<file path="src/rtl/ninjin_ddr_sched.sv">
// ninjin_ddr_sched: burst scheduler in front of the ninjin AXI image master.
// Arbitrates round-robin between a load job (drives ddr_re) and a store job
// (drives ddr_we). Each granted job is cut into BURST_LEN-word bursts. The
// master is strobed once per burst. The scheduler waits for burst_done before
// it advances the host/RAM addresses.
// Optional build macro NINJIN_SCHED_TIMEOUT_EN adds a watchdog on S_WAIT. If the
// master stays silent for TIMEOUT cycles, the job is aborted with job_err=1.
//
// Handshake: a requester raises *_req with *_haddr/*_raddr/*_nburst stable and
// holds them until *_ack pulses for one cycle. The fields are latched on the ack
// edge, so they may change from the ack cycle onward. Dropping *_req before ack
// is legal and withdraws the job. *_done pulses once per accepted job, and
// job_err is valid only in that cycle.
module ninjin_ddr_sched #(
    parameter int BURST_LEN = 256,
    parameter int DWIDTH    = 32,
    parameter int MEMSIZE   = 12,
    parameter int HADDR     = 32,
    parameter int NBW       = 8,
    parameter int TIMEOUT   = 4096
) (
    input  logic               clk,
    input  logic               rst,
    input  logic               ld_req,
    input  logic [HADDR-1:0]   ld_haddr,
    input  logic [MEMSIZE-1:0] ld_raddr,
    input  logic [NBW-1:0]     ld_nburst,
    output logic               ld_ack,
    output logic               ld_done,
    input  logic               st_req,
    input  logic [HADDR-1:0]   st_haddr,
    input  logic [MEMSIZE-1:0] st_raddr,
    input  logic [NBW-1:0]     st_nburst,
    output logic               st_ack,
    output logic               st_done,
    output logic               job_err,
    output logic               ddr_re,
    output logic               ddr_we,
    output logic [MEMSIZE-1:0] ddr_base,
    output logic [HADDR-1:0]   host_addr,
    input  logic               burst_done,
    input  logic [3:0]         err,
    output logic               busy,
    output logic [2:0]         state_dbg
);

    typedef enum logic [2:0] {
        S_IDLE  = 3'd0,
        S_GRANT = 3'd1,
        S_ISSUE = 3'd2,
        S_WAIT  = 3'd3,
        S_DONE  = 3'd4
    } state_t;

    localparam logic [HADDR-1:0]   HSTEP = HADDR'(BURST_LEN * DWIDTH / 8);
    localparam logic [MEMSIZE-1:0] RSTEP = MEMSIZE'(BURST_LEN);

    state_t         state;
    logic           dir;        // 0 = load job, 1 = store job
    logic           rr_last;    // direction of the last finished job
    logic           abort;      // sticky error for the running job
    logic [NBW-1:0] remaining;  // bursts still to complete, including the current one
    logic           pick_st;

`ifdef NINJIN_SCHED_TIMEOUT_EN
    localparam int WDW = $clog2(TIMEOUT) + 1;
    localparam logic [WDW-1:0] WD_LIM = WDW'(TIMEOUT - 1);
    logic [WDW-1:0] wd_cnt;
`else
    // Keeps the watchdog limit referenced when the watchdog is not built.
    logic [31:0] unused_timeout;
    assign unused_timeout = 32'(TIMEOUT);
`endif

    // The store job wins only when load is idle or load won the previous job.
    assign pick_st   = st_req & (~ld_req | ~rr_last);
    assign state_dbg = state;

    // Scheduler FSM with all handshake and strobe outputs registered.
    always_ff @(posedge clk or posedge rst) begin
        if (rst) begin
            state     <= S_IDLE;
            dir       <= 1'b0;
            rr_last   <= 1'b1;
            abort     <= 1'b0;
            remaining <= '0;
            ld_ack    <= 1'b0;
            ld_done   <= 1'b0;
            st_ack    <= 1'b0;
            st_done   <= 1'b0;
            job_err   <= 1'b0;
            ddr_re    <= 1'b0;
            ddr_we    <= 1'b0;
            ddr_base  <= '0;
            host_addr <= '0;
            busy      <= 1'b0;
`ifdef NINJIN_SCHED_TIMEOUT_EN
            wd_cnt    <= '0;
`endif
        end else begin
            ld_ack  <= 1'b0;
            st_ack  <= 1'b0;
            ld_done <= 1'b0;
            st_done <= 1'b0;
            job_err <= 1'b0;
            ddr_re  <= 1'b0;
            ddr_we  <= 1'b0;
            case (state)
                S_IDLE: begin
                    if (ld_req || st_req) begin
                        dir       <= pick_st;
                        ld_ack    <= ~pick_st;
                        st_ack    <= pick_st;
                        host_addr <= pick_st ? st_haddr  : ld_haddr;
                        ddr_base  <= pick_st ? st_raddr  : ld_raddr;
                        remaining <= pick_st ? st_nburst : ld_nburst;
                        abort     <= 1'b0;
                        busy      <= 1'b1;
                        state     <= S_GRANT;
                    end
                end
                S_GRANT: begin
                    state <= (remaining == '0) ? S_DONE : S_ISSUE;
                end
                S_ISSUE: begin
                    ddr_re <= ~dir;
                    ddr_we <= dir;
`ifdef NINJIN_SCHED_TIMEOUT_EN
                    wd_cnt <= '0;
`endif
                    state  <= S_WAIT;
                end
                S_WAIT: begin
                    if (burst_done) begin
                        if (err != 4'h0) begin
                            abort <= 1'b1;
                            state <= S_DONE;
                        end else if (remaining == NBW'(1)) begin
                            state <= S_DONE;
                        end else begin
                            remaining <= remaining - 1'b1;
                            host_addr <= host_addr + HSTEP;
                            ddr_base  <= ddr_base + RSTEP;
                            state     <= S_ISSUE;
                        end
                    end
`ifdef NINJIN_SCHED_TIMEOUT_EN
                    else if (wd_cnt == WD_LIM) begin
                        abort <= 1'b1;
                        state <= S_DONE;
                    end else begin
                        wd_cnt <= wd_cnt + 1'b1;
                    end
`else
                    // Without the watchdog the master is trusted to answer.
`endif
                end
                S_DONE: begin
                    ld_done <= ~dir;
                    st_done <= dir;
                    job_err <= abort;
                    rr_last <= dir;
                    busy    <= 1'b0;
                    state   <= S_IDLE;
                end
                default: state <= S_IDLE;
            endcase
        end
    end

endmodule

</file>
<file path="config.mk">
export PLATFORM = sky130hd
export DESIGN_NAME = ninjin_ddr_sched
export DESIGN_NICKNAME = d
export VERILOG_FILES = /design/src/rtl/ninjin_ddr_sched.sv
export SDC_FILE = /design/constraint.sdc
export NUM_CORES = 1
export LEC_CHECK = 0
export ABC_CLOCK_PERIOD_IN_PS = 2300
export CORE_ASPECT_RATIO = 2
export CORE_MARGIN = 2
export CORE_UTILIZATION = 30
export CTS_CLUSTER_SIZE = 25
export DETAILED_ROUTE_END_ITERATION = 10
export PLACE_DENSITY_LB_ADDON = 0.15
export REMOVE_ABC_BUFFERS = 1
export SLEW_MARGIN = 20
export SYNTH_ARGS = -nofsm -noshare
export SYNTH_HDL_FRONTEND = slang
export SYNTH_SLANG_ARGS = --single-unit
</file>
<file path="constraint.sdc">
create_clock -name clk -period 2.3 [get_ports clk]
set_clock_uncertainty 0.2 [all_clocks]
set_input_delay 0.46 -clock clk [delete_from_list [all_inputs] [get_ports clk]]
set_output_delay 0.46 -clock clk [all_outputs]
set_load 0.05 [all_outputs]
</file>
=== Yosys cells after proc, flatten, opt, wreduce, memory -nomap -nowiden ===
Index checks and enable logic that the tools add are counted.

* Bits in registers: 66
* Input port bits: 113
* Output and inout port bits: 55
* Word-level logic and storage cells: 84

* $add $sub $neg: 3
* Equal/unequal tests: 10
* Muxes and demuxes: 39
* Bitwise gates (word level): 6
* Reductions and logical operators: 11

{| class="wikitable"
|+ Operators by type and width
! operator !! count
|-
| two-way mux 32 bit || 5
|-
| one-hot mux 32 bit (2 select lines) || 1
|-
| two-way mux 12 bit || 5
|-
| two-way mux 8 bit || 5
|-
| adder 32 x 11 -> 32 bit (second input constant) || 1
|-
| one-hot mux 12 bit (2 select lines) || 1
|-
| one-hot mux 8 bit (2 select lines) || 1
|-
| two-way mux 3 bit || 5
|-
| two-way mux 1 bit || 13
|-
| adder 12 x 9 -> 12 bit (second input constant) || 1
|-
| one-hot mux 3 bit (4 select lines) || 1
|-
| inequality test 2 bit (second input constant) || 5
|-
| == test 8 x 1 -> 1 bit (second input constant) || 1
|-
| logical NOT 8 bit || 1
|-
| subtractor 8 x 1 -> 8 bit (second input constant) || 1
|-
| == test 3 x 2 -> 1 bit (second input constant) || 2
|-
| AND reduction 2 bit || 3
|-
| AND reduction 5 bit || 1
|-
| inverter 1 bit || 4
|-
| one-hot mux 1 bit (2 select lines) || 2
|-
| AND reduction 4 bit || 1
|-
| nonzero test 2 bit || 2
|-
| nonzero test 4 bit || 1
|-
| == test 3 x 1 -> 1 bit (second input constant) || 1
|-
| 5 further kinds || 5
|}

=== Longest topological paths before layout ===
* Depth in word-level cells: 6
* Gate-level depth with buffers: 8
* Gate-level depth less buffers: 6

=== Least setup slack after synthesis ===
Ideal clock, no wire load.

* Kind: reg2reg
* Start: register host_addr[10]
* End: register host_addr[24]
* Library setup time: 0.094 ns
* Data arrival time: 2.024 ns
* Required time: 2.006 ns
* Path slack: -0.018 ns
* Stages on the path, launching flop included: 7
* Buffers on the path: 0
* Period minus slack after synthesis: 2.318 ns
* Cell sequence: dfrtp_1 -> ha_1 -> nand4_1 -> or2_2 -> nor2_1 -> a311oi_1 -> a211oi_1

* Cells in the longest elaborated chain, start to end: 5

{| class="wikitable"
|+ RTL lines
! element !! line !! source
|-
| start, declared || 40 || <nowiki>output logic [HADDR-1:0] host_addr,</nowiki>
|-
| start signal, assigned || 114 || <nowiki>host_addr <= pick_st ? st_haddr : ld_haddr;</nowiki>
|-
| start signal, assigned || 142 || <nowiki>host_addr <= host_addr + HSTEP;</nowiki>
|-
| adder 32 x 11 -> 32 bit || 142 ||
|-
| two-way mux 32 bit || 138 || <nowiki>end else if (remaining == NBW'(1)) begin</nowiki>
|-
| two-way mux 32 bit || 135 || <nowiki>if (err != 4'h0) begin</nowiki>
|-
| two-way mux 32 bit || 134 || <nowiki>if (burst_done) begin</nowiki>
|-
| one-hot mux 32 bit (2 select lines) || 108 || <nowiki>case (state)</nowiki>
|}

No other way between the ends. The select of a mux whose other input is x is not followed.
A chain may end at the register's enable or synchronous reset.

=== Final worst setup path ===
* Start: register host_addr[30]
* End: output host_addr[30]

No word-level cell between the ends.

==> results by group <==
Logic synthesis
  – Syn avg cell area: 8.24 um2
  – Post-synthesis mux area share: 4.36%
  – Synth cell types: 56
  – Xor/xnor share of the synthesized area: 0%
  – Main synth FF type: dfrtp_1
  – Top cells by area, synth: dfrtp_1 (42%), nand2_1 (9.7%), nor2_1 (5.1%)
  – Count leader, synth: nand2_1
  – Register area share after synthesis: 42.3%
  – Gate Count Post-Synth: 474
  – Ys async rst share: 100%
  – Post-Synthesis Cell Area: 3900 um2
  – Combinational family with the most area after synthesis: simple AND/OR/NAND/NOR gates
  – Commonest cells post-synth: nand2_1 (101), dfrtp_1 (65), nor2_1 (53), a21oi_1 (26), o21ai_0 (24)
  – Simple-gate portion of the synthesized area: 26.4%
  – Post-Synth Adder-Cell Area: 1.60%
  – Number of enable flip-flop cells after synthesis: 0
  – Cell taking the most area after synthesis: dfrtp_1
  – YS warnings: 0
  – Compound-Gate Fraction of Synth Area: 21.0%
  – Yosys top cell area share: 41.7%
  – Seq cells post-synth: 66

Worst setup path
  – Slowest stage cell, crit path: clkdlybuf4s50_1
  – Crit path depth: 1
  – Critical-path cell list: clkdlybuf4s50_1
  – WS Path Type: reg2out
  – CP max FO: 5
  – CP delay by family, top: buffers and inverters
  – Worst path required time: 1.64 ns
  – Buf/Inv on CP: 1
  – Worst path max stage delay: 0.84 ns
  – Worst setup SP type: flip-flop
  – Data arrival, critical path: 1.58 ns
  – Worst Setup End Kind: primary output
  – Reg2Reg Setup Slack: 0.10 ns
  – R2r worst-path depth: 7

Die
  – DIE AREA: 14000 um2
  – Starting Density: 30.4%
  – Row count: 59
  – Core area: 12800 um2
  – Die Ht: 165 um
  – Horiz. Die Dim: 84.7 um
  – Ports: 168

STA
  – Final Max Slew Viols: 0
  – Period utilization: 97.3%
  – Final setup vio count: 0
  – Worst slew pin tran: 0.510 ns
  – Hold slack: 0.186 ns
  – Unrepaired setup endpoints after global routing: no
  – Final hold vios: 0
  – Relative slew slack: 65.9%
  – Tmin final: 2.24 ns
  – Fmax: 0.447 GHz

CTS
  – Root Buffer: clkbuf_16
  – Setup Buffers After CTS: 0
  – Clk Latency, worst-skew pair: 0.33 ns
  – CTS Buf Count: 9
  – Clk sink count: 66
  – CTS tree: done
  – Clock Tree Buf Depth: 2
  – CTS HTree Levels: 3
  – Clk pin slew, worst setup/hold paths: 0.06 ns

Pwr
  – Clock power share: 16.1%
  – Seq pwr share: 23.9%
  – Switching power: 4.44 mW
  – Internal power: 4.96 mW
  – Logic pwr share: 60.1%
  – Overall Power: 9.40 mW
  – Leakage: 2.83 nW
  – PwrDens: 1440 nW/um2
  – Sw Share: 47.2%
  – Max IR drop VDD: 0.814 mV

Routing
  – Post-route ant nets: 0
  – Final wirelength: 12700 um
  – Initial DRC count: 224
  – Avg WL per Cell: 15.4 um
  – DRT Pass-1 Iters: 4
  – Vias per std cell: 5.07
  – DR DRC count: 0
  – Vias: 4182

Final layout
  – Filler Cells Inserted: 1276
  – Finished Cell Area: 6520 um2
  – Share of cells above drive strength 1: 14.6%
  – Final Util: 50.7%
  – Syn-to-layout area delta: 66.9%
  – ANT cells: 0
  – Nets: 786

Flow run
  – Max Cap Violations: 0

Placed design
  – Final GP Congestion: 0.841
  – IO Port Bufs: 167
  – HPWL Detailed: 9360 um
  – Cell Area, Placed: 6080 um2

Global routing
  – Number of global-route vias before repair: 4083
  – First-pass GRT wire length: 20300 um
  – Initial antenna violation count: 0
  – Met3 GRT Util: 4.62%
  – Largest net degree at the start of global routing: 56
  – Met1 usage: 22.4%
  – M2 GR Usage: 30.6%
  – Total GRT Usage: 18.1%
  – Busiest grt layer: met2
  – GR Overflow Total: 0

Outcome
  – Status: finished, final reports clean

Min path
  – Min-Delay Path Class: in2async
==> registers in the layout, summed over array words and instances (netlist names) <==
name	cells
rr_last	1
host_addr	32
st_ack	1
ddr_base	12
abort	1
ddr_re	1
st_done	1
ld_ack	1
busy	1
ld_done	1
remaining	8
state_dbg	3
ddr_we	1
dir	1
job_err	1
==> worst reg2reg max path, stage by stage (launching register included) <==
cell	delay, ns
dfrtp_1	0.46
nor4_4	0.41
a31oi_4	0.14
o211ai_4	0.32
clkbuf_16	0.21
buf_4	0.12
nor2_1	0.04
o22a_1	0.19
==> placed cells by master, fill, tap and decap left out, types with 3 or more instances in the layout <==
master	count
a2bb2oi_1	3
nand4_1	9
dlymetal6s2s_1	8
and3_1	14
nand2_1	101
or3_1	6
clkbuf_16	11
clkdlybuf4s50_1	144
a311oi_1	3
buf_4	54
a32o_1	3
inv_1	6
o21ai_0	24
mux2i_1	17
nor3_1	7
dfrtp_1	65
o22a_1	9
nand3_1	19
ha_1	5
o311ai_1	3
a31oi_1	17
o22ai_1	7
buf_12	9
a21oi_1	26
nor2_1	53
==> timing repair <==
item,4_1_cts,5_1_grt
setup endpoints to repair,3,18
hold buffers,0,0
pin swaps,2,6
gates cloned,0,2
endpoints found under the hold margin,0,0
gates resized for setup,2,11
==> cell families (layout without fill, tap and decap cells) <==
| logic type | count (synthesis) | in the layout |
|---|---|---|
| buf+inv | 41 | 240 |
| simple gates | 226 | 226 |
| fa+ha+maj | 5 | 5 |
| compound gates | 119 | 119 |
| flops | 66 | 66 |
| mux | 17 | 17 |
==> metal layers <==
layer	wire length [um]	up-vias
met2	6200	140
met4	197	0
li1	-	2102
met3	821	15
met5	0	-
met1	5460	1925
==> area by class of cell <==
cell class / instances / area (um2) / share of cell area, %
repair buffers: 217 / 2180 / 33.4
multi-input cells: 367 / 2140 / 32.9
flip-flops and latches: 66 / 1650 / 25.4
clock buffers: 10 / 239 / 3.67
well taps: 152 / 190 / 2.92
clock inverters: 6 / 88.8 / 1.36
inverters: 7 / 26.3 / 0.403
==> per-stage QoR <==
stage          worst slack [ns]  TNS [ns]  instances
2_1_floorplan             -2.91   -141.77        440
3_3_place_gp             -0.357     -8.64        807
6_report                 0.0623         0        825
5_1_grt                 0.00665         0        825
3_5_place_dp             -0.402     -9.73        807
4_1_cts                 0.00524         0        823
==> path summary, 6_finish.rpt <==
check / start / end
max: host_addr[30]$_DFFE_PP0P_ / host_addr[30]
min: rst / host_addr[3]$_DFFE_PP0P_
max reg2reg: remaining[4]$_DFFE_PP0P_ / host_addr[12]$_DFFE_PP0P_
min reg2reg: busy$_DFFE_PP0P_ / busy$_DFFE_PP0P_
max in group asynchronous: rst / host_addr[10]$_DFFE_PP0P_
min in group clk: busy$_DFFE_PP0P_ / busy$_DFFE_PP0P_
==> power by group through the flow <==
stage	combinational, mW	clock [mW]	sequential, mW
2_1_floorplan	1.84	0	3.68
3_3_place_gp	5.49	0	2.22
3_5_place_dp	5.53	0	2.24
4_1_cts	5.55	1.56	2.23
5_1_grt	6.11	1.60	2.34
6_report	5.64	1.51	2.24
Power figures use the tool's default switching activity.
